### src/rtl/ws2812_stream.sv
// WS2812 pixel streamer: fetches 24-bit {R,G,B} pixels from an external store,
// applies a global brightness scale and emits the serial bit stream and latch gap.
module ws2812_stream #(
  parameter int LED_COUNT   = 8,
  parameter int T_BIT       = 63,
  parameter int T0H         = 20,
  parameter int T1H         = 40,
  parameter int T_LATCH     = 15000,
  parameter int COLOR_ORDER = 0,
  parameter int ADDR_W      = (LED_COUNT > 1) ? $clog2(LED_COUNT) : 1
) (
  input  logic              clk,
  input  logic              reset,
  input  logic              start,
  input  logic              auto_refresh,
  input  logic [7:0]        brightness,
  output logic              pix_rd,
  output logic [ADDR_W-1:0] pix_addr,
  input  logic [23:0]       pix_data,
  output logic              dout,
  output logic              busy,
  output logic              frame_done
);

  localparam int CW = $clog2(T_BIT);
  localparam int LW = (T_LATCH > 1) ? $clog2(T_LATCH) : 1;
  localparam logic [ADDR_W-1:0] LAST_PIX = ADDR_W'(LED_COUNT - 1);

  typedef enum logic [2:0] {IDLE, FETCH, LOAD, SEND, LATCH} state_t;

  state_t             state, next;
  logic [CW-1:0]      cyc;
  logic [4:0]         bit_idx;
  logic [ADDR_W-1:0]  pix_idx;
  logic [LW-1:0]      lat_cnt;
  logic [23:0]        sh, hold;
  logic               pf_pend;
  logic               bit_end, pix_end, last_pix, lat_end, pf_rd;

  function automatic logic [7:0] scale(input logic [7:0] c, input logic [7:0] b);
    return 8'((16'(c) * (16'(b) + 16'd1)) >> 8);
  endfunction

  function automatic logic [23:0] wire_word(input logic [23:0] px, input logic [7:0] b);
    logic [7:0] r, g, bl;
    r  = scale(px[23:16], b);
    g  = scale(px[15:8], b);
    bl = scale(px[7:0], b);
    return (COLOR_ORDER == 0) ? {g, r, bl} : {r, g, bl};
  endfunction

  assign bit_end  = (cyc == CW'(T_BIT - 1));
  assign pix_end  = bit_end && (bit_idx == 5'd23);
  assign last_pix = (pix_idx == LAST_PIX);
  assign lat_end  = (lat_cnt == LW'(T_LATCH - 1));
  // Next pixel is requested at the start of the last bit so it is ready at the boundary.
  assign pf_rd    = (state == SEND) && (bit_idx == 5'd23) && (cyc == '0) && !last_pix;

  always_ff @(posedge clk or posedge reset) begin
    if (reset) state <= IDLE;
    else       state <= next;
  end

  always_comb begin
    next = state;
    case (state)
      IDLE:    if (start) next = FETCH;
      FETCH:   next = LOAD;
      LOAD:    next = SEND;
      SEND:    if (pix_end && last_pix) next = LATCH;
      LATCH:   if (lat_end) next = auto_refresh ? FETCH : IDLE;
      default: next = IDLE;
    endcase
  end

  always_comb begin
    busy       = (state != IDLE);
    dout       = 1'b0;
    pix_rd     = 1'b0;
    pix_addr   = '0;
    frame_done = (state == LATCH) && lat_end;
    if (state == SEND)
      dout = (cyc < (sh[23] ? CW'(T1H) : CW'(T0H)));
    if (state == FETCH) begin
      pix_rd = 1'b1;
    end else if (pf_rd) begin
      pix_rd   = 1'b1;
      pix_addr = pix_idx + ADDR_W'(1);
    end
  end

  always_ff @(posedge clk or posedge reset) begin
    if (reset) begin
      cyc     <= '0;
      bit_idx <= '0;
      pix_idx <= '0;
      lat_cnt <= '0;
      sh      <= '0;
      hold    <= '0;
      pf_pend <= 1'b0;
    end else begin
      pf_pend <= pf_rd;
      // Brightness is sampled here, so later changes only hit later pixels.
      if (pf_pend) hold <= wire_word(pix_data, brightness);
      case (state)
        FETCH: begin
          cyc     <= '0;
          bit_idx <= '0;
          pix_idx <= '0;
          lat_cnt <= '0;
        end
        LOAD: begin
          sh      <= wire_word(pix_data, brightness);
          cyc     <= '0;
          bit_idx <= '0;
        end
        SEND: begin
          if (bit_end) begin
            cyc <= '0;
            if (bit_idx == 5'd23) begin
              bit_idx <= '0;
              sh      <= hold;
              lat_cnt <= '0;
              if (!last_pix) pix_idx <= pix_idx + ADDR_W'(1);
            end else begin
              bit_idx <= bit_idx + 5'd1;
              sh      <= {sh[22:0], 1'b0};
            end
          end else begin
            cyc <= cyc + CW'(1);
          end
        end
        LATCH: lat_cnt <= lat_end ? '0 : lat_cnt + LW'(1);
        default: ;
      endcase
    end
  end

endmodule
### config.mk
export PLATFORM = sky130hd
export DESIGN_NAME = ws2812_stream
export DESIGN_NICKNAME = d
export VERILOG_FILES = /design/src/rtl/ws2812_stream.sv
export SDC_FILE = /design/constraint.sdc
export NUM_CORES = 1
export LEC_CHECK = 0
export BUFFER_PORTS_ARGS = -buffer_cell sky130_fd_sc_hd__buf_2
export CORE_ASPECT_RATIO = 0.8
export CORE_MARGIN = 8
export CORE_UTILIZATION = 59
export DETAILED_ROUTE_END_ITERATION = 16
export GPL_TIMING_DRIVEN = 0
export MAX_ROUTING_LAYER = met4
export PLACE_DENSITY = 0.85
export SLEW_MARGIN = 5
export SYNTH_ARGS = -nofsm -noshare
export SYNTH_HDL_FRONTEND = slang
export SYNTH_SLANG_ARGS = --single-unit
### constraint.sdc
create_clock -name clk -period 2.6 [get_ports clk]
set_input_delay 0.13 -clock clk [delete_from_list [all_inputs] [get_ports clk]]
set_output_delay 0.13 -clock clk [all_outputs]
set_load 0.005 [all_outputs]
### Word-level counts from Yosys, hierarchy flattened

Cells that the tools add are included.

* register bits: 80
* output and inout port bits: 7
* logic and storage cells: 78
* bits of input ports: 36

* magnitude comparators: 1
* mux-type cells: 27
* equal/unequal tests: 14
* $add $sub $neg: 5
* $mul: 3
* reduce and logical (&&, ||, !) cells: 20

Operators by type and width (count)
* $mux 24: 2
* $pmux 24 s2: 1
* $mux 14: 3
* $pmux 14 s3: 1
* $mul 8x16->16: 2
* $mux 3: 8
* $mul 8x9->16: 1
* $pmux 3 s5: 1
* $add 14x1->14 const B: 1
* $eq 14x14->1 const B: 1
* $mux 6: 2
* $ne 2x2->1 const B: 6
* $pmux 6 s2: 1
* $mux 5: 2
* $pmux 5 s2: 1
* $add 8x1->9 const B: 1
* $add 6x1->6 const B: 1
* $eq 3x2->1 const B: 2
* $eq 3x3->1 const B: 2
* $eq 6x6->1 const B: 1
* $logic_and 1x1->1: 6
* $logic_not 6->1: 1
* $lt 6x6->1: 1
* $pmux 3 s2: 1
* 13 further kinds: 21

### Depth between registers and ports, before layout

Gate-level depths: netlist of the first run.

* depth in word-level cells: 6
* gate-level depth with buffers: 21
* depth with buffers taken out: 19

### Worst setup path after synthesis of the first run

Ideal clock, no wire load.

* kind: input to register
* start point: input brightness[0]
* end point: register sh[15]
* buffers on the path: 2
* required time: 2.480 ns
* path slack: -2.319 ns
* library setup time: 0.120 ns
* stages on the path: 16
* data arrival time: 4.799 ns
* path through: clkbuf_1 nand3_1 xnor2_1 clkbuf_1 nand2_1 fa_1 fa_1 fa_1 fa_1 inv_1 ha_1 and3_1 a31oi_1 a21oi_1 or3b_1 a31o_1

* cells in the longest elaborated chain, start to end: 3

Ends and longest elaborated chain
* start, declared: RTL line 16 `input logic [7:0] brightness,`
* $add 8x1->9: RTL line 41 `return 8'((16'(c) * (16'(b) + 16'd1)) >> 8);`
* $mul 8x16->16: RTL line 41
* $pmux 24 s2: RTL line 105 `case (state)`
* end signal, assigned: RTL line 113 `sh <= wire_word(pix_data, brightness);`
* end signal, assigned: RTL line 122 `sh <= hold;`
* end signal, assigned: RTL line 127 `sh <= {sh[22:0], 1'b0};`
* end, declared: RTL line 36 `logic [23:0] sh, hold;`

No other way between the ends.
A chain may end at the register's enable or synchronous reset.

### Worst setup path in the final report of the first run

* start point: input brightness[0]
* end point: register sh[22]

Same word-level chain as after synthesis.

==> results.yml, run 1 <==
grt:
  antenna_found_initial: 1
  grt_pass1_wl_um: 52960
  grt_pass1_vias: 10411
  grt_max_degree: 67
  grtUsageTotal: 0.2956
  overflow: 0
worst_setup_path:
  r2r_setup_slack_ns: 0.12
  path_class: "primary input to flop"
  r2r-start: "cyc[0]"
  endpoint_kind: "flop"
  reg2regPathDepth: 8
  cp_max_fo: 5
  required_ns: 2.83
  startpoint: "brightness[0]"
  r2r_end: "sh[13]"
  critical_path_arrival_ns: 5.04
  crit_path_start_kind: "primary input"
floorplanning:
  initial_core_util: 0.6032
  die_area_um2: 23220
  die_y_um: 137.9
  core-area_um2: 18170
  die_w_um: 168.4
  io_pins: 43
  num_rows: 44
placed_design:
  portBuffers: 42
  detailed_place.area_um2: 12010
  dp_hpwl_um: 21360
  pre_cts_slack_ns: -2.717
  dp_cells: 1495
  gp_congestion: 0.8984
synth:
  synth_compound_gate_area_share: 0.1258
  postSynthAreaPerCell_um2: 8.967
  synth_area_um2: 10960
  ys_seq_elements: 80
  synth_warnings: 0
  ys_types: 78
  netlist_instances: 1222
  synthSimpleGateAreaFrac: 0.2037
  synth.mux.area_fraction: 0.03825
  ys_async_sr_fraction: 1.000
  synth_top_flop_cell: "dfrtp_1"
  synth_top_family_by_area: "adder cells"
  syn_nets: 1485
  synth_edf_count: 0
  synthAdderAreaFrac: 0.3414
  ys_seq_area_frac: 0.1827
  synthXorXnorAreaFrac: 0.03117
cts:
  htreeDepth: 3
  cts-buffers-inserted: 9
  clk_pin_slew_ns: 0.07
  cts_tree: "built"
  insertion_delay_ns: 0.34
  cts.sinks: 80
  root_buffer: "clkbuf_16"
  clk_path_buf_depth: 2
cells_and_area:
  final_util: 0.7787
  final_common_cell: "inv_1"
  stdcell_area_um2: 14150
  nets: 1635
  fin_cells: 1609
  final_layout_size_suffix_gt1_frac: 0.2912
  layout-area-overhead-vs-synth_pct: 29.09
  final_cell_mix: "inv_1, and2_1, fa_1"
min_path:
  worstHoldEndpoint: "state[0]"
  hold_start: "start"
  hold_path.class: "primary input to flop"
  min_path_cells: 3
routing:
  wirelength_um: 39060
  num_vias: 10656
  firstDrtPassIters: 9
  wl_per_cell_um: 24.28
  via_per_inst: 6.623
  antenna_left: 0
  post-route-drc-count: 0
  drtIter0Drc: 1389
timing:
  timing.fmax_mhz: 207.9
  hold_viol: 0
  rsz0062_at_grt: "yes"
  worstMarginPinSlew_ns: 0.9439
  clock_skew_ns: 0.006991
  fin_crit_sh: 1.850
  hold_slack_ns: 0.1249
  final_max_slew_viol_count: 0
  layout_setup_ws_ns: -2.210
  tns_ns: -93.21
  setup_viol: 48
  max_slew_margin: 0.3707
  post-route-min-period_ns: 4.810
run:
  drv_cap: 0
power:
  seqPwrFrac: 0.126
  pwr-share-clk: 0.109
  power_leakage_nw: 6.899
  totalPowerFinal_mw: 12.77
  powerDensity_nw_per_um2: 902.9
  p_sw_mw: 5.910
  switching_share: 0.4627
  ir_drop_v: 0.001860
  combinationalPowerShare: 0.765
  p_int_mw: 6.862
run_status:
  status: "complete, but fails checks"
  violations: "negative setup slack"
flip-flops by register name, indices dropped and copies added, names as in the netlist:
name and flops:
sh 24, pf_pend 1, pix_idx 3, bit_idx 5, hold 24, lat_cnt 14
cyc 6, state 3
synthesized netlist by cell type, types with 3 or more instances:
| cell type | number | area, um2 |
|---|---|---|
| nor2_1 | 37 | 138.9 |
| mux2i_1 | 16 | 160.2 |
| clkbuf_1 | 34 | 127.6 |
| xnor2_1 | 24 | 210.2 |
| nand3_2 | 3 | 30.03 |
| nand3b_1 | 3 | 22.52 |
| a221o_1 | 3 | 30.03 |
| a21o_1 | 12 | 90.09 |
| o21ai_1 | 17 | 85.08 |
| nor2b_1 | 22 | 137.6 |
| nand2_1 | 124 | 465.5 |
| xor2_1 | 15 | 131.4 |
| nand4_1 | 11 | 68.82 |
| o21a_1 | 12 | 90.09 |
| o22ai_1 | 10 | 62.56 |
| mux2_2 | 22 | 247.7 |
| o41ai_1 | 5 | 43.79 |
| buf_2 | 6 | 30.03 |
| and2_1 | 130 | 813.3 |
| a221oi_1 | 4 | 35.03 |
| or3_1 | 3 | 18.77 |
| nand3_1 | 22 | 110.1 |
| nor3_1 | 13 | 65.06 |
| inv_1 | 167 | 626.9 |
| a211oi_1 | 7 | 52.55 |
| a21oi_1 | 33 | 165.2 |
| fa_1 | 120 | 2402 |
| ha_1 | 107 | 1339 |
| o31ai_1 | 14 | 105.1 |
| a31oi_1 | 7 | 43.79 |
| dfrtp_1 | 80 | 2002 |
| a22oi_1 | 4 | 30.03 |
| and2_2 | 7 | 52.55 |
| o21ai_0 | 41 | 205.2 |
| nand2b_1 | 8 | 50.05 |
| o221a_2 | 4 | 45.04 |
| and3_1 | 11 | 68.82 |
| o21bai_1 | 3 | 22.52 |
| nor4_1 | 5 | 31.28 |
power by group through the flow:
stage | Sequential [mW] | Clock (mW) | Combinational [mW]
after global placement | 1.58 | 0 | 6.06
final | 1.60 | 1.39 | 9.77
after floorplan | 1.55 | 0 | 4.95
after global routing | 1.61 | 1.44 | 10.4
after CTS | 1.58 | 1.37 | 7.44
after detailed placement | 1.59 | 0 | 6.26
area by class of cell:
class / instances / area [um2]
multi-input combinational: 928 / 9340
inverter: 168 / 633.1
antenna: 2 / 5.005
tap: 230 / 287.8
clock buffer: 11 / 242.7
fill: 987 / 4021
sequential: 80 / 2002
buffer: 43 / 406.6
clock inverter: 5 / 80.08
timing repair buffer: 142 / 1149
worst max-delay path by stage:
stage / end / slack (ns) / cells past startpoint
6_report: sh[22] / -2.21 / 21
5_1_grt: sh[22] / -2.23 / 21
4_1_cts: sh[15] / -1.85 / 20
3_5_place_dp: sh[15] / -2.72 / 19
3_3_place_gp: sh[15] / -2.70 / 19
2_1_floorplan: sh[23] / -1.80 / 17
worst max-delay path, stage by stage:
cell	delay, ns
buf_12	0.10
ha_4	0.20
nand2_4	0.08
nor2_4	0.20
xor2_4	0.28
buf_4	0.19
clkbuf_4	0.19
nand2_1	0.11
fa_1	0.56
inv_1	0.09
fa_1	0.51
fa_1	0.65
ha_4	0.25
ha_4	0.30
nand3_2	0.13
nor2_4	0.13
nand4_1	0.22
buf_4	0.23
nand3_2	0.10
xnor2_2	0.10
a221o_1	0.29
timing repair:
item,CTS,global route
cloned,4,0
hold buffers,2,0
buffers inserted,51,42
endpoints found under the hold margin,15,0
pin swaps,83,74
endpoints found under the setup margin,53,49
resized for setup,121,108
kinds of logic (layout without fill, tap and decap cells):
group,Yosys count,in the layout
xor gates and xnor gates,39,39
buffers and inverters,214,369
other,0,2
and+or+nand+nor,418,418
muxes,39,39
AOI/OAI and AO/OA,205,205
adders and majority gates,227,227
DFF,80,80
routing by layer:
metal	up-vias	routed length, um	global-route usage
met2	902	17590	0.4867
met3	319	4791	0.06799
li1	4354	-	-
met4	0	2969	0.1192
met1	5081	13710	0.3509
met5	-	0	-
(Power assumes the default switching activity.)
==> run 2: changes to the inputs <==
clock period = 6.02 ns   (was 2.6 ns; I/O delays follow)
==> run 2 against run 1 <==
- the flow now finishes without violations
- clock skew decreased by 0.0029 ns
- combinational power decreased by 76%
- clock power decreased by 61%
- power decreased by 72%
- final cell count decreased by 6.1%
==> results.yml, run 2 (synthesis results as in run 1) <==
run_status:
  status: "finished clean"
floorplanning:
  io_pins: 43
  num_rows: 44
  initial_core_util: 0.6032
  die_area_um2: 23220
  die_y_um: 137.9
  core-area_um2: 18170
  die_w_um: 168.4
grt:
  grt_pass1_vias: 9858
  grt_max_degree: 67
  overflow: 0
  grtUsageTotal: 0.2582
  grt_pass1_wl_um: 47170
  antenna_found_initial: 0
power:
  switching_share: 0.4668
  powerDensity_nw_per_um2: 304.4
  p_sw_mw: 1.679
  power_leakage_nw: 6.025
  p_int_mw: 1.918
  seqPwrFrac: 0.191
  totalPowerFinal_mw: 3.596
  ir_drop_v: 0.0002800
  pwr-share-clk: 0.151
  combinationalPowerShare: 0.658
worst_setup_path:
  cp_max_fo: 10
  critical_path_arrival_ns: 6.06
  r2r-start: "bit_idx[0]"
  startpoint: "brightness[0]"
  cp_cell_sequence: "buf_2 -> ha_1 -> nand2_1 -> nor2_1 -> xor2_2 -> clkbuf_1 -> and2_1 -> fa_1 -> fa_1 -> fa_1 -> inv_1 -> fa_1 -> inv_1 -> ha_1 -> and3_1 -> a31oi_1 -> a21oi_1 -> or3b_1 -> a31o_1"
  required_ns: 6.25
  path_class: "primary input to flop"
  crit_path_start_kind: "primary input"
  crit_top_cell: "fa_1"
  max_stage_delay_ns: 0.56
  cp.buffers_inverters: 4
  slowest_stage: "fa_1"
  path_delay_family: "adder cells"
  endpoint_kind: "flop"
timing:
  tns_ns: 0
  timing.fmax_mhz: 171.5
  hold_viol: 0
  clock_skew_ns: 0.004089
  final_max_slew_viol_count: 0
  post-route-min-period_ns: 5.830
  fin_crit_sh: 0.9684
  rsz0062_at_grt: "no"
  worstMarginPinSlew_ns: 0.7343
  max_slew_margin: 0.5063
  setup_viol: 0
routing:
  firstDrtPassIters: 5
  wirelength_um: 27880
  via_per_inst: 6.070
  drtIter0Drc: 725
  post-route-drc-count: 0
  wl_per_cell_um: 18.45
  antenna_left: 0
  num_vias: 9172
run:
  drv_cap: 0
cells_and_area:
  antenna_cells: 0
  reg_top3: "hold (24), sh (24), lat_cnt (14)"
  final_cell_mix: "inv_1, and2_1, nand2_1"
  multiInputGateArea_um2: 8135
  nets: 1540
  register_area_um2: 2002
  fill_cells: 1442
  layout-area-overhead-vs-synth_pct: 7.822
  stdcell_area_um2: 11820
  final_layout_size_suffix_gt1_frac: 0.09914
  final_common_cell: "inv_1"
placed_design:
  detailed_place.area_um2: 11490
  gp_congestion: 0.9643
  dp_hpwl_um: 21550
  portBuffers: 42
cts:
  cts_tree: "built"
  cts_setup_buffers: 0
  cts.sinks: 80
  root_buffer: "clkbuf_16"
  clk_pin_slew_ns: 0.06
  cts-buffers-inserted: 9
  insertion_delay_ns: 0.34
  clk_path_buf_depth: 2
  htreeDepth: 3
min_path:
  hold_start: "auto_refresh"
  hold_path.class: "primary input to flop"
==> run 2: cell count changes in the layout (fill, tap and decap cells not counted), moves of 15 or more <==
cell,before,now
nand2_1,102,124
clkbuf_1,11,28
buf_4,79,2
and2_1,115,130
ha_1,84,107
a21oi_1,18,33
buf_6,18,2
ha_4,21,0
==> run 2: path summary, 6_finish.rpt <==
check                                  end  slack, ns  cells after the start
worst max-delay path              hold[15]       0.19                     19
worst min-delay path              state[0]       0.17                      3
worst max register to register      sh[22]       3.55                      7
worst min register to register     hold[5]       0.48                      1
max in group asynchronous       bit_idx[3]       5.00                      4
min in group asynchronous         hold[12]       0.43                      3
==> run 2: timing repair <==
item | in CTS | in global routing
hold endpoints to repair | 14 | 0
gates resized for setup | 2 | 13
setup endpoints to repair | 7 | 23
hold buffers | 1 | 0
==> run 2: metrics by stage <==
step                      cells  worst slack [ns]    util  hold WS (ns)
after global routing       1511           0.01113  0.6503        0.2200
after global placement     1494           -0.5387  0.6306        0.4657
after CTS                  1511         0.0004956  0.6488        0.1687
after floorplan            1222            0.9302       -        0.4178
after detailed placement   1495           -0.5751  0.6322        0.2485
final                      1511            0.1903  0.6503        0.1675
==> run 2: routing by layer <==
| metal | vias to the layer above | global-route usage | wire, um |
|---|---|---|---|
| met1 | 4553 | 0.3100 | 11660 |
| li1 | 4180 | - | - |
| met2 | 369 | 0.4313 | 13210 |
| met5 | - | - | 0 |
| met3 | 70 | 0.06230 | 2346 |
| met4 | 0 | 0.07571 | 673 |
==> run 2: power groups by stage <==
| stage | registers, mW | logic (mW) | clock network (mW) |
|---|---|---|---|
| global placement | 0.684 | 2.24 | 0 |
| CTS | 0.680 | 2.35 | 0.544 |
| detailed placement | 0.686 | 2.33 | 0 |
| finish | 0.685 | 2.37 | 0.543 |
| floorplan | 0.668 | 1.77 | 0 |
| global route | 0.692 | 2.68 | 0.566 |
==> run 2: cell type report <==
type | count | area share
multi-input combinational | 928 | 0.6886
sequential | 80 | 0.1694
inverter | 168 | 0.05358
tap | 230 | 0.02436
timing repair buffer | 44 | 0.02097
clock buffer | 11 | 0.02054
buffer | 46 | 0.01874
clock inverter | 4 | 0.003812
==> run 2: worst min-delay path, stage by stage <==
cell and delay (ns):
buf_2 0.07, nand2_1 0.04, o21ai_0 0.06
==> run 3: changes to the inputs <==
MAX_ROUTING_LAYER = default   (was met4)
==> run 3 against run 2 <==
- worst hold slack gained 0.0015 ns
- non-clock buffer count is the same
- power is essentially flat
- routed wire length shrank 0.13%
- via count shrank 0.46%
- maximum frequency grew 0.21%
- clock skew is essentially flat
- clock power is essentially flat
- first-iteration DRC count grew 15%
==> results.yml, run 3 (synthesis results as in run 1) <==
run_status:
  status: "finished clean"
routing:
  wirelength_um: 27850
  num_vias: 9130
  antenna_left: 0
  firstDrtPassIters: 6
  wl_per_cell_um: 18.43
  drtIter0Drc: 836
  via_per_inst: 6.042
  post-route-drc-count: 0
cells_and_area:
  final_util: 0.6503
  fill_cells: 1442
  reg_top3: "hold (24), sh (24), lat_cnt (14)"
  layout-area-overhead-vs-synth_pct: 7.822
  final_common_cell: "inv_1"
  final_layout_size_suffix_gt1_frac: 0.09914
  nets: 1540
  final_cell_mix: "inv_1, and2_1, nand2_1"
  antenna_cells: 0
cts:
  cts-buffers-inserted: 9
  cts_setup_buffers: 0
  clk_pin_slew_ns: 0.06
  cts_tree: "built"
  clk_path_buf_depth: 2
  htreeDepth: 3
  root_buffer: "clkbuf_16"
  insertion_delay_ns: 0.34
  cts.sinks: 80
power:
  powerDensity_nw_per_um2: 304.2
  power_leakage_nw: 6.025
  ir_drop_v: 0.0002813
timing:
  final_max_slew_viol_count: 0
  post-route-min-period_ns: 5.817
  max_slew_margin: 0.5103
  timing.fmax_mhz: 171.9
  hold_viol: 0
  tns_ns: 0
  fin_crit_sh: 0.9663
  rsz0062_at_grt: "no"
  setup_viol: 0
  clock_skew_ns: 0.003630
  worstMarginPinSlew_ns: 0.7284
placed_design:
  gp_congestion: 0.9472
  portBuffers: 42
  dp_hpwl_um: 21550
grt:
  overflow: 0
  antenna_found_initial: 0
  grt_pass1_vias: 9836
  grt_max_degree: 67
  grt_pass1_wl_um: 47180
  grtUsageTotal: 0.2511
floorplanning:
  num_rows: 44
  die_y_um: 137.9
  core-area_um2: 18170
  die_area_um2: 23220
  initial_core_util: 0.6032
  die_w_um: 168.4
  io_pins: 43
worst_setup_path:
  reg2regPathDepth: 7
  required_ns: 6.25
  endpoint_kind: "flop"
  cp_max_fo: 10
  crit_path_start_kind: "primary input"
  critical_path_arrival_ns: 6.05
  path_class: "primary input to flop"
  r2r_setup_slack_ns: 3.53
min_path:
  hold_path.class: "primary input to flop"
  min_path_cells: 3
run:
  drv_cap: 0
==> run 3: cell counts in the layout (fill, tap and decap cells not counted) <==
Identical to the previous run, type by type.
==> run 3: repair_timing <==
action                     4_1_cts  5_1_grt
gates resized for setup          2       13
hold endpoints to repair        14        0
hold buffers                     1        0
setup endpoints to repair        7       23
pin swaps                        0        0
==> run 3: path summary, 6_finish.rpt <==
| path | startpoint | to |
|---|---|---|
| worst max-delay path | brightness[0] | hold[15] |
| worst min-delay path | auto_refresh | state[0] |
| worst max register to register | bit_idx[0] | sh[22] |
| worst min register to register | hold[5] | hold[5] |
| max in group asynchronous | reset | hold[19] |
| min in group asynchronous | reset | hold[12] |
==> run 3: cell type report <==
cell class	instances	area [um2]	area share
sequential	80	2002	0.1694
clock inverter	4	45.04	0.003812
buffer	46	221.5	0.01874
multi-input combinational	928	8135	0.6886
timing repair buffer	44	247.7	0.02097
inverter	168	633.1	0.05358
tap	230	287.8	0.02436
clock buffer	11	242.7	0.02054
==> run 3: where the power goes <==
part	internal [mW]	switching, mW
clock network	0.328	0.213
registers	0.619	0.0652
logic	0.970	1.40
==> run 3: worst max-delay path, cell delays in order <==
cell and delay, ns:
buf_2 0.18, ha_1 0.23, nand2_1 0.12, nor2_1 0.17, xor2_2 0.43, clkbuf_1 0.50
and2_1 0.22, fa_1 0.43, fa_1 0.49, fa_1 0.56, inv_1 0.06, fa_1 0.54
inv_1 0.07, ha_1 0.36, and3_1 0.24, a31oi_1 0.33, a21oi_1 0.14, or3b_1 0.44
a31o_1 0.23
==> run 3: stage by stage <==
| step | cells | power, mW | instance area (um2) | hold slack, ns | setup slack (ns) |
|---|---|---|---|---|---|
| floorplan | 1222 | 2.442 | 10960 | 0.4178 | 0.9302 |
| detailed placement | 1495 | 3.014 | 11490 | 0.2485 | -0.5751 |
| CTS | 1511 | 3.578 | 11790 | 0.1687 | 0.0004956 |
| global route | 1511 | 3.943 | 11820 | 0.2168 | 0.01440 |
| finish | 1511 | 3.594 | 11820 | 0.1690 | 0.2027 |
| global placement | 1494 | 2.924 | 11460 | 0.4657 | -0.5387 |
==> run 3: layer usage <==
metal,global-route usage,share of wire
met4,0.06977,0.022
met3,0.06714,0.090
met2,0.4320,0.47
met1,0.3095,0.41
met5,0,0
